File: src/rtl/alu_op_sequencer_if.sv
// Control bus between the micro-op sequencer and its front end / ALU datapath.
// Carries program writes, run request, status and the decoded datapath controls.
// No flow control: all signals are single-cycle level/pulse controls.
interface alu_op_sequencer_if #(
  parameter int ADDR_W = 3
);
  logic              prog_we;
  logic [ADDR_W-1:0] prog_addr;
  logic [7:0]        prog_data;
  logic              start;
  logic              busy;
  logic              done;
  logic [ADDR_W-1:0] pc;
  logic              ld_a;
  logic              ld_b;
  logic              ld_c;
  logic              ld_r;
  logic              ld_alu_out;
  logic [1:0]        alu_select_a;
  logic [1:0]        alu_select_b;
  logic              alu_op;

  // Front end / software side: loads the program and requests runs.
  modport master (
    output prog_we, prog_addr, prog_data, start,
    input  busy, done, pc, ld_a, ld_b, ld_c, ld_r, ld_alu_out,
           alu_select_a, alu_select_b, alu_op
  );

  // Sequencer side.
  modport slave (
    input  prog_we, prog_addr, prog_data, start,
    output busy, done, pc, ld_a, ld_b, ld_c, ld_r, ld_alu_out,
           alu_select_a, alu_select_b, alu_op
  );
endinterface

File: src/rtl/alu_op_sequencer.sv
// Purpose: programmable micro-op sequencer, issues one add/mul ALU op per clock from a small program store.
// Latency: N-op program is busy N cycles starting the cycle after start; done pulses on cycle N+1.
// Backpressure: none; start and prog_we are ignored while a run is in progress (SEQ_SINGLE_STEP_EN adds a step gate).
module alu_op_sequencer #(
  parameter int PROG_DEPTH = 8,
  parameter int ADDR_W     = $clog2(PROG_DEPTH)
) (
  input  logic                 clk,
  input  logic                 reset,
`ifdef SEQ_SINGLE_STEP_EN
  input  logic                 step,
`endif
  alu_op_sequencer_if.slave    bus
);

  typedef enum logic [1:0] {
    ST_IDLE = 2'd0,
    ST_RUN  = 2'd1,
    ST_DONE = 2'd2
  } state_t;

  localparam logic [1:0]        DST_R   = 2'd3;
  localparam logic [ADDR_W-1:0] PC_LAST = ADDR_W'(PROG_DEPTH - 1);

  state_t            state_q, state_d;
  logic [ADDR_W-1:0] pc_q, pc_d;
  logic [7:0]        prog_q [PROG_DEPTH];
  logic [7:0]        prog_d [PROG_DEPTH];

  logic [7:0]        slot;
  logic              advance;
  logic              busy_c, done_c;
  logic              ld_a_c, ld_b_c, ld_c_c, ld_r_c, ld_alu_out_c;
  logic [1:0]        sel_a_c, sel_b_c;
  logic              alu_op_c;

  // In single-step mode a RUN op only commits (loads + pc advance) on a step cycle.
`ifdef SEQ_SINGLE_STEP_EN
  assign advance = step;
`else
  assign advance = 1'b1;
`endif

  assign slot = prog_q[pc_q];

  // Next-state, program-store write and combinational decode of the current slot.
  always_comb begin
    state_d      = state_q;
    pc_d         = pc_q;
    prog_d       = prog_q;
    busy_c       = 1'b0;
    done_c       = 1'b0;
    ld_a_c       = 1'b0;
    ld_b_c       = 1'b0;
    ld_c_c       = 1'b0;
    ld_r_c       = 1'b0;
    ld_alu_out_c = 1'b0;
    sel_a_c      = 2'd0;
    sel_b_c      = 2'd0;
    alu_op_c     = 1'b0;

    // Program is frozen during a run so every op of a run comes from one program image.
    if (bus.prog_we && (state_q != ST_RUN)) begin
      prog_d[bus.prog_addr] = bus.prog_data;
    end

    case (state_q)
      ST_IDLE: begin
        if (bus.start) begin
          state_d = ST_RUN;
          pc_d    = '0;
        end
      end
      ST_RUN: begin
        busy_c       = 1'b1;
        sel_a_c      = slot[5:4];
        sel_b_c      = slot[3:2];
        alu_op_c     = slot[1];
        ld_alu_out_c = (slot[7:6] != DST_R);
        ld_a_c       = advance && (slot[7:6] == 2'd0);
        ld_b_c       = advance && (slot[7:6] == 2'd1);
        ld_c_c       = advance && (slot[7:6] == 2'd2);
        ld_r_c       = advance && (slot[7:6] == DST_R);
        if (advance) begin
          // The last slot terminates even without its last bit: pc never wraps.
          if (slot[0] || (pc_q == PC_LAST)) begin
            state_d = ST_DONE;
            pc_d    = '0;
          end else begin
            pc_d = pc_q + ADDR_W'(1);
          end
        end
      end
      ST_DONE: begin
        done_c  = 1'b1;
        pc_d    = '0;
        state_d = ST_IDLE;
      end
      default: begin
        state_d = ST_IDLE;
        pc_d    = '0;
      end
    endcase
  end

  // State, pc and program registers; reset restores the single-op default program.
  always_ff @(posedge clk or posedge reset) begin
    if (reset) begin
      state_q <= ST_IDLE;
      pc_q    <= '0;
      prog_q  <= '{default: 8'h01};
    end else begin
      state_q <= state_d;
      pc_q    <= pc_d;
      prog_q  <= prog_d;
    end
  end

  assign bus.busy         = busy_c;
  assign bus.done         = done_c;
  assign bus.pc           = pc_q;
  assign bus.ld_a         = ld_a_c;
  assign bus.ld_b         = ld_b_c;
  assign bus.ld_c         = ld_c_c;
  assign bus.ld_r         = ld_r_c;
  assign bus.ld_alu_out   = ld_alu_out_c;
  assign bus.alu_select_a = sel_a_c;
  assign bus.alu_select_b = sel_b_c;
  assign bus.alu_op       = alu_op_c;

endmodule

File: src/flat_wrapper.sv
// flat-port wrapper written by rule: the top's interface ports become plain ports
module alu_op_sequencer_flat 
#(
  parameter int PROG_DEPTH = 8,
  parameter int ADDR_W     = $clog2(PROG_DEPTH)
)
  (clk, reset, bus_prog_we, bus_prog_addr, bus_prog_data, bus_start, bus_busy, bus_done, bus_pc, bus_ld_a, bus_ld_b, bus_ld_c, bus_ld_r, bus_ld_alu_out, bus_alu_select_a, bus_alu_select_b, bus_alu_op);
  alu_op_sequencer_if #(.ADDR_W(ADDR_W)) bus_i ();
  input  logic clk;
  input  logic reset;
  input wire logic [$bits(bus_i.prog_we)-1:0] bus_prog_we;
  input wire logic [$bits(bus_i.prog_addr)-1:0] bus_prog_addr;
  input wire logic [$bits(bus_i.prog_data)-1:0] bus_prog_data;
  input wire logic [$bits(bus_i.start)-1:0] bus_start;
  output wire logic [$bits(bus_i.busy)-1:0] bus_busy;
  output wire logic [$bits(bus_i.done)-1:0] bus_done;
  output wire logic [$bits(bus_i.pc)-1:0] bus_pc;
  output wire logic [$bits(bus_i.ld_a)-1:0] bus_ld_a;
  output wire logic [$bits(bus_i.ld_b)-1:0] bus_ld_b;
  output wire logic [$bits(bus_i.ld_c)-1:0] bus_ld_c;
  output wire logic [$bits(bus_i.ld_r)-1:0] bus_ld_r;
  output wire logic [$bits(bus_i.ld_alu_out)-1:0] bus_ld_alu_out;
  output wire logic [$bits(bus_i.alu_select_a)-1:0] bus_alu_select_a;
  output wire logic [$bits(bus_i.alu_select_b)-1:0] bus_alu_select_b;
  output wire logic [$bits(bus_i.alu_op)-1:0] bus_alu_op;
  assign bus_i.prog_we = bus_prog_we;
  assign bus_i.prog_addr = bus_prog_addr;
  assign bus_i.prog_data = bus_prog_data;
  assign bus_i.start = bus_start;
  assign bus_busy = bus_i.busy;
  assign bus_done = bus_i.done;
  assign bus_pc = bus_i.pc;
  assign bus_ld_a = bus_i.ld_a;
  assign bus_ld_b = bus_i.ld_b;
  assign bus_ld_c = bus_i.ld_c;
  assign bus_ld_r = bus_i.ld_r;
  assign bus_ld_alu_out = bus_i.ld_alu_out;
  assign bus_alu_select_a = bus_i.alu_select_a;
  assign bus_alu_select_b = bus_i.alu_select_b;
  assign bus_alu_op = bus_i.alu_op;
  alu_op_sequencer #(.PROG_DEPTH(PROG_DEPTH), .ADDR_W(ADDR_W)) u_core (.clk(clk), .reset(reset), .bus(bus_i));
endmodule
File: config.mk
export PLATFORM = sky130hd
export DESIGN_NAME = alu_op_sequencer_flat
export DESIGN_NICKNAME = d
export VERILOG_FILES = /design/src/rtl/alu_op_sequencer_if.sv /design/src/rtl/alu_op_sequencer.sv /design/src/flat_wrapper.sv
export SDC_FILE = /design/constraint.sdc
export NUM_CORES = 1
export LEC_CHECK = 0
export CORE_MARGIN = 2
export CORE_UTILIZATION = 30
export DETAILED_ROUTE_END_ITERATION = 12
export PLACE_DENSITY = 0.55
export SLEW_MARGIN = 20
export SYNTH_ARGS = -nofsm -noshare
export SYNTH_HDL_FRONTEND = slang
export SYNTH_SLANG_ARGS = --single-unit
File: constraint.sdc
create_clock -name clk -period 3.3 [get_ports clk]
set_input_delay 0.825 -clock clk [delete_from_list [all_inputs] [get_ports clk]]
set_output_delay 0.825 -clock clk [all_outputs]
set_load 0.1 [all_outputs]
After elaboration in Yosys (flattened, before gate mapping)
Index checks and enable logic that the tools add are counted.
- add/subtract/negate cells: 1
- order comparisons: 3
- equality and inequality tests: 10
- multiplexer cells: 22
- bitwise logic cells: 2
- reductions and logical operators: 6
- operators with widths (kind ; number):
    $bwmux W64 ; 1
    $bmux W8 S3 ; 1
    $demux W8 S3 ; 1
    $mux W8 ; 3
    $ge A4 B4 Y1 const B ; 2
    $mux W1 ; 8
    $mux W2 ; 4
    $not A3 Y4 ; 2
    $eq A2 B2 Y1 const B ; 3
    $mux W3 ; 2
    $pmux W3 S2 ; 1
    $eq A2 B1 Y1 const B ; 2
    $logic_not A2 Y1 ; 2
    $lt A4 B1 Y1 const B ; 1
    $ne A2 B1 Y1 const B ; 2
    $ne A2 B2 Y1 const B ; 2
    $pmux W2 S2 ; 1
    $add A3 B1 Y3 const B ; 1
    $eq A3 B3 Y1 const B ; 1
    $logic_and A1 B1 Y1 ; 2
    $reduce_and A2 Y1 ; 1
    $logic_or A1 B1 Y1 ; 1
- register bits: 69
- input port bits: 15
- output and inout bits: 15

Logic depth before layout (Yosys ltp)
- depth in word-level cells: 7
- depth in mapped cells: 7

Worst setup path after synthesis
No wires, ideal clock.
- path kind: reg2out
- start point: register u_core.pc_q[0], in the netlist u_core.bus.pc[0]
- end point: output bus_ld_alu_out
- arrival time: 3625 ps
- data required time: 2475 ps
- setup slack: -1150 ps
- cell stages (with the launch flop): 5
- cell sequence: dfrtp_1 -> buf_2 -> mux4_2 -> mux2_2 -> a21oi_1
- word-level cells in the longest chain between the ends: 6
- RTL lines (what ; RTL line ; text):
    start, declared ; alu_op_sequencer.sv:26 ; logic [ADDR_W-1:0] pc_q, pc_d;
    start signal, assigned ; alu_op_sequencer.sv:114 ; pc_q <= pc_d;
    $not A3 Y4 (implied by the code) ; alu_op_sequencer.sv:44 ; assign slot = prog_q[pc_q];
    $bmux W8 S3 ; alu_op_sequencer.sv:44 ;
    $mux W8 (implied by the code) (2 in a row) ; alu_op_sequencer.sv:44 ;
    $ne A2 B2 Y1 ; alu_op_sequencer.sv:79 ; ld_alu_out_c = (slot[7:6] != DST_R);
    $mux W1 ; alu_op_sequencer.sv:67 ; case (state_q)
    end, declared ; flat_wrapper.sv:22 ; output wire logic [$bits(bus_i.ld_alu_out)-1:0] bus_ld_alu_out;
No other way between the ends. The select of a mux whose other input is x is not followed.

Final worst setup path
- start point: register u_core.pc_q[1], in the netlist u_core.bus.pc[1]
- end point: output bus_alu_select_a[1]
- word-level cells in the longest chain between the ends: 5
- RTL lines (what ; RTL line ; text):
    $not A3 Y4 (implied by the code) ; alu_op_sequencer.sv:44 ;
    $bmux W8 S3 ; alu_op_sequencer.sv:44 ;
    $mux W8 (implied by the code) (2 in a row) ; alu_op_sequencer.sv:44 ;
    $mux W2 ; alu_op_sequencer.sv:67 ;
    end, declared ; flat_wrapper.sv:23 ; output wire logic [$bits(bus_i.alu_select_a)-1:0] bus_alu_select_a;
No other way between the ends. The select of a mux whose other input is x is not followed.

==> metrics.md <==
| Metric | Value |
|---|---|
| Outcome | finished clean |
| Area of the multi-input gates | roughly 1500 sq um |
| GR Util All Layers | 0.130 |
| Clk sinks | 69 |
| Clk buf depth | 2 |
| Slew Viols, Final | 0 |
| Wire length per cell | approximately 18 um |
| # setup viols final | 0 |
| CTS Hold Bufs | 0 |
| CTS tree | yes |
| Initial antenna violation count | 0 |
| Peak supply drop | 423 uV |
| Most frequent cell on the critical path | buf_4 |
| Wirelength, routed | slightly below 7 mm |
| Clk root buf | clkbuf_8 |
| H-tree depth | 3 |
| Fin crit period | just under 3 ns |
| Final Hold Fails | 0 |
| Setup WS post-layout | around 0.32 ns |
| CP max stage cell | mux4_1 |
| Number of CTS-inserted buffers | 9 |
| Worst Path Buf+Inv | 2 |
| Sequential cell area | around 1700 sq um |
| Net Count, Synth | between 200 and 250 |
| Placer Congestion | approximately 0.7 |
| CP top delay family | multiplexers |
| Pwr dens | 992 nW/um^2 |
| Critical path class | reg2out |
| Pin count of the biggest net entering global routing | 29 |
| Initial core utilization | 0.304 |
| Max Clk Rate | roughly 340 MHz |
| Cells along the critical path | buf_4 > mux4_1 > mux2i_1 > nor2_2 > buf_4 |
| Post-CTS repair timing setup buffer count | 0 |
| Post-synth top area cell | dfrtp_1 |
| Max Cap Viol | 0 |
| DRT iter0 DRCs | 57 |
| Worst path required time | roughly 2.5 ns |
| Row count | 38 |
| Post-cts resize count | 0 |
| Seq/Total Area, Yosys | 0.532 |
| First-pass GRT wire length | roughly 11 mm |
| Dpl ws | approximately 0.63 ns |
| Period utilisation layout | 0.903 |
| Mean post-synth cell area | about 15 sq um |
| Worst Path Arrival | ~2.2 ns |
| Drt drc | 0 |
| Share of cells above drive strength 1 | 0.563 |
| Diode count | 0 |
| Distinct cells, synth | 31 |
| Drt via density | between 4 and 5 |
| CP Launch Type | flop |
| Rel. slew slack | 0.651 |
| Clock latency on the worst-skew pair | between 0.3 and 0.4 ns |
| CTS clk-pin slew, worst paths | 0.07 ns |
| Nets | about 270 |
| Vias in the first global route | a little under 2000 |
| Post-DP HPWL | about 4.5 mm |
| Post-Syn Area | roughly 3300 sq um |
| Die X | 108 um |
| Vias | roughly 1900 |
| Min-delay worst type | reg2reg |
| # fillers | between 1000 and 1500 |
| Area delta synth->final | 21.9% |
| RSZ-0062 raised after global routing | false |
| Post-Synthesis Cells | between 200 and 250 |
| CP Capture Type | output port |
| ANT nets after route | 0 |
| DRT Pass-1 Iters | 5 |
| I/O Buffers | 29 |
| Setup TNS | 0 ns |
| Synth area leaders | dfrtp_1, mux2_2, mux4_2 |
| Leak | 1.63 nW |
| Max incr delay on CP | 0.58 ns |
| IO Count | 30 |
| Flops & latches, synth | between 60 and 70 |
| Vert. Die Dim | roughly 110 um |
| Synth top area share | 0.468 |
| Core Footprint | around 11000 sq um |
| Die area | 11700 sq um |
| Clk_skew | a little over 0.006 ns |
| Synth warn | 0 |
| Worst Max-Slew Pin Slew | around 0.52 ns |
| Reg2reg setup slack | around 1.1 ns |
| Total grt overflow | 0 |
| Max FO, Critical Path | 17 |
## cell families after synthesis
family | Yosys count | share of synthesized area
compound gates | 6 | 0.0130
flops | 69 | 0.532
mux | 90 | 0.365
buf+inv | 11 | 0.0188
fa+ha+maj | 2 | 0.00767
simple gates | 34 | 0.0629
## layer usage
layer,GRT usage,routed length [um]
met1,0.183,3380
met3,0.0223,128
met2,0.196,3320
met4,0.0604,89
met5,0,0
## worst paths after layout
| check | startpoint | endpoint | cells after the start |
|---|---|---|---|
| min in group asynchronous | reset | u_core.prog_q[47] | 2 |
| setup / recovery | u_core.bus.pc[1] | bus_alu_select_a[1] | 5 |
| setup reg to reg | u_core.state_q[1] | u_core.prog_q[12] | 5 |
| hold reg to reg | u_core.prog_q[14] | u_core.prog_q[14] | 1 |
| hold / removal | u_core.prog_q[14] | u_core.prog_q[14] | 1 |
| max in group asynchronous | reset | u_core.prog_q[24] | 3 |
## flip-flops by register name, summed over array words and instances, names as in the netlist
register and flops:
u_core.bus.pc 3, u_core.prog_q 64, u_core.state_q 2
## final cells by class
type                    count  area share
inverters                   3     0.00283
clock buffers              15      0.0419
well taps                 140      0.0441
multi-input cells         132       0.384
repair buffers             34      0.0887
clock inverters             1     0.00126
flip-flops and latches     69       0.438
## cells in the mapped netlist
library cell   n
dfstp_2        8
inv_2          1
mux4_1         3
nor2_1        13
inv_1          2
or3b_2         1
a21o_1         1
buf_4          2
nor3b_1        1
buf_6          1
nor2b_1        3
ha_1           2
mux2_2        64
clkbuf_1       1
mux4_2        12
a21oi_1        2
mux2_4         1
nor3_4         1
mux2i_1        5
mux2_1         5
nand3_2        1
nand2_2        6
nor3_1         2
o211ai_1       1
nand2b_1       2
and3_1         2
dfrtp_1       61
nand2_1        1
a22o_1         2
nor3b_4        1
buf_2          4
## report_power, final
part           switching (mW)  leakage [nW]  internal, mW  total [mW]
sequential              0.218         0.823          1.30        1.51
combinational            1.00         0.722         0.817        1.82
clock                   0.300        0.0877         0.315       0.615
## layout by cell type, fill, tap and decap left out, types with 2 or more instances in the layout
cell type	netlist	layout
a22o_1	2	2
and3_1	2	2
buf_12	0	5
buf_4	2	15
clkbuf_1	1	4
clkbuf_8	0	11
clkdlybuf4s50_1	0	14
dfrtp_1	61	58
dfrtp_2	0	3
dfstp_2	8	8
ha_1	2	2
inv_2	1	2
mux2_1	5	5
mux2_2	64	64
mux2i_1	5	5
mux4_1	3	3
mux4_2	12	12
nand2_2	6	6
nor2_1	13	4
nor2_2	0	5
nor2_4	0	4
nor2b_1	3	3
nor3_1	2	2
## stage by stage
stage	power (mW)	std cells	hold WS [ns]	cell area [sq um]	util
finish	3.95	394	0.489	3980	0.370
global route	4.17	394	0.514	3980	0.370
CTS	3.99	394	0.492	3980	0.370
detailed placement	3.37	378	0.477	3800	0.354
global placement	3.35	378	0.466	3800	0.354
floorplan	2.95	212	0.444	3330	-
(Power assumes the default switching activity.)
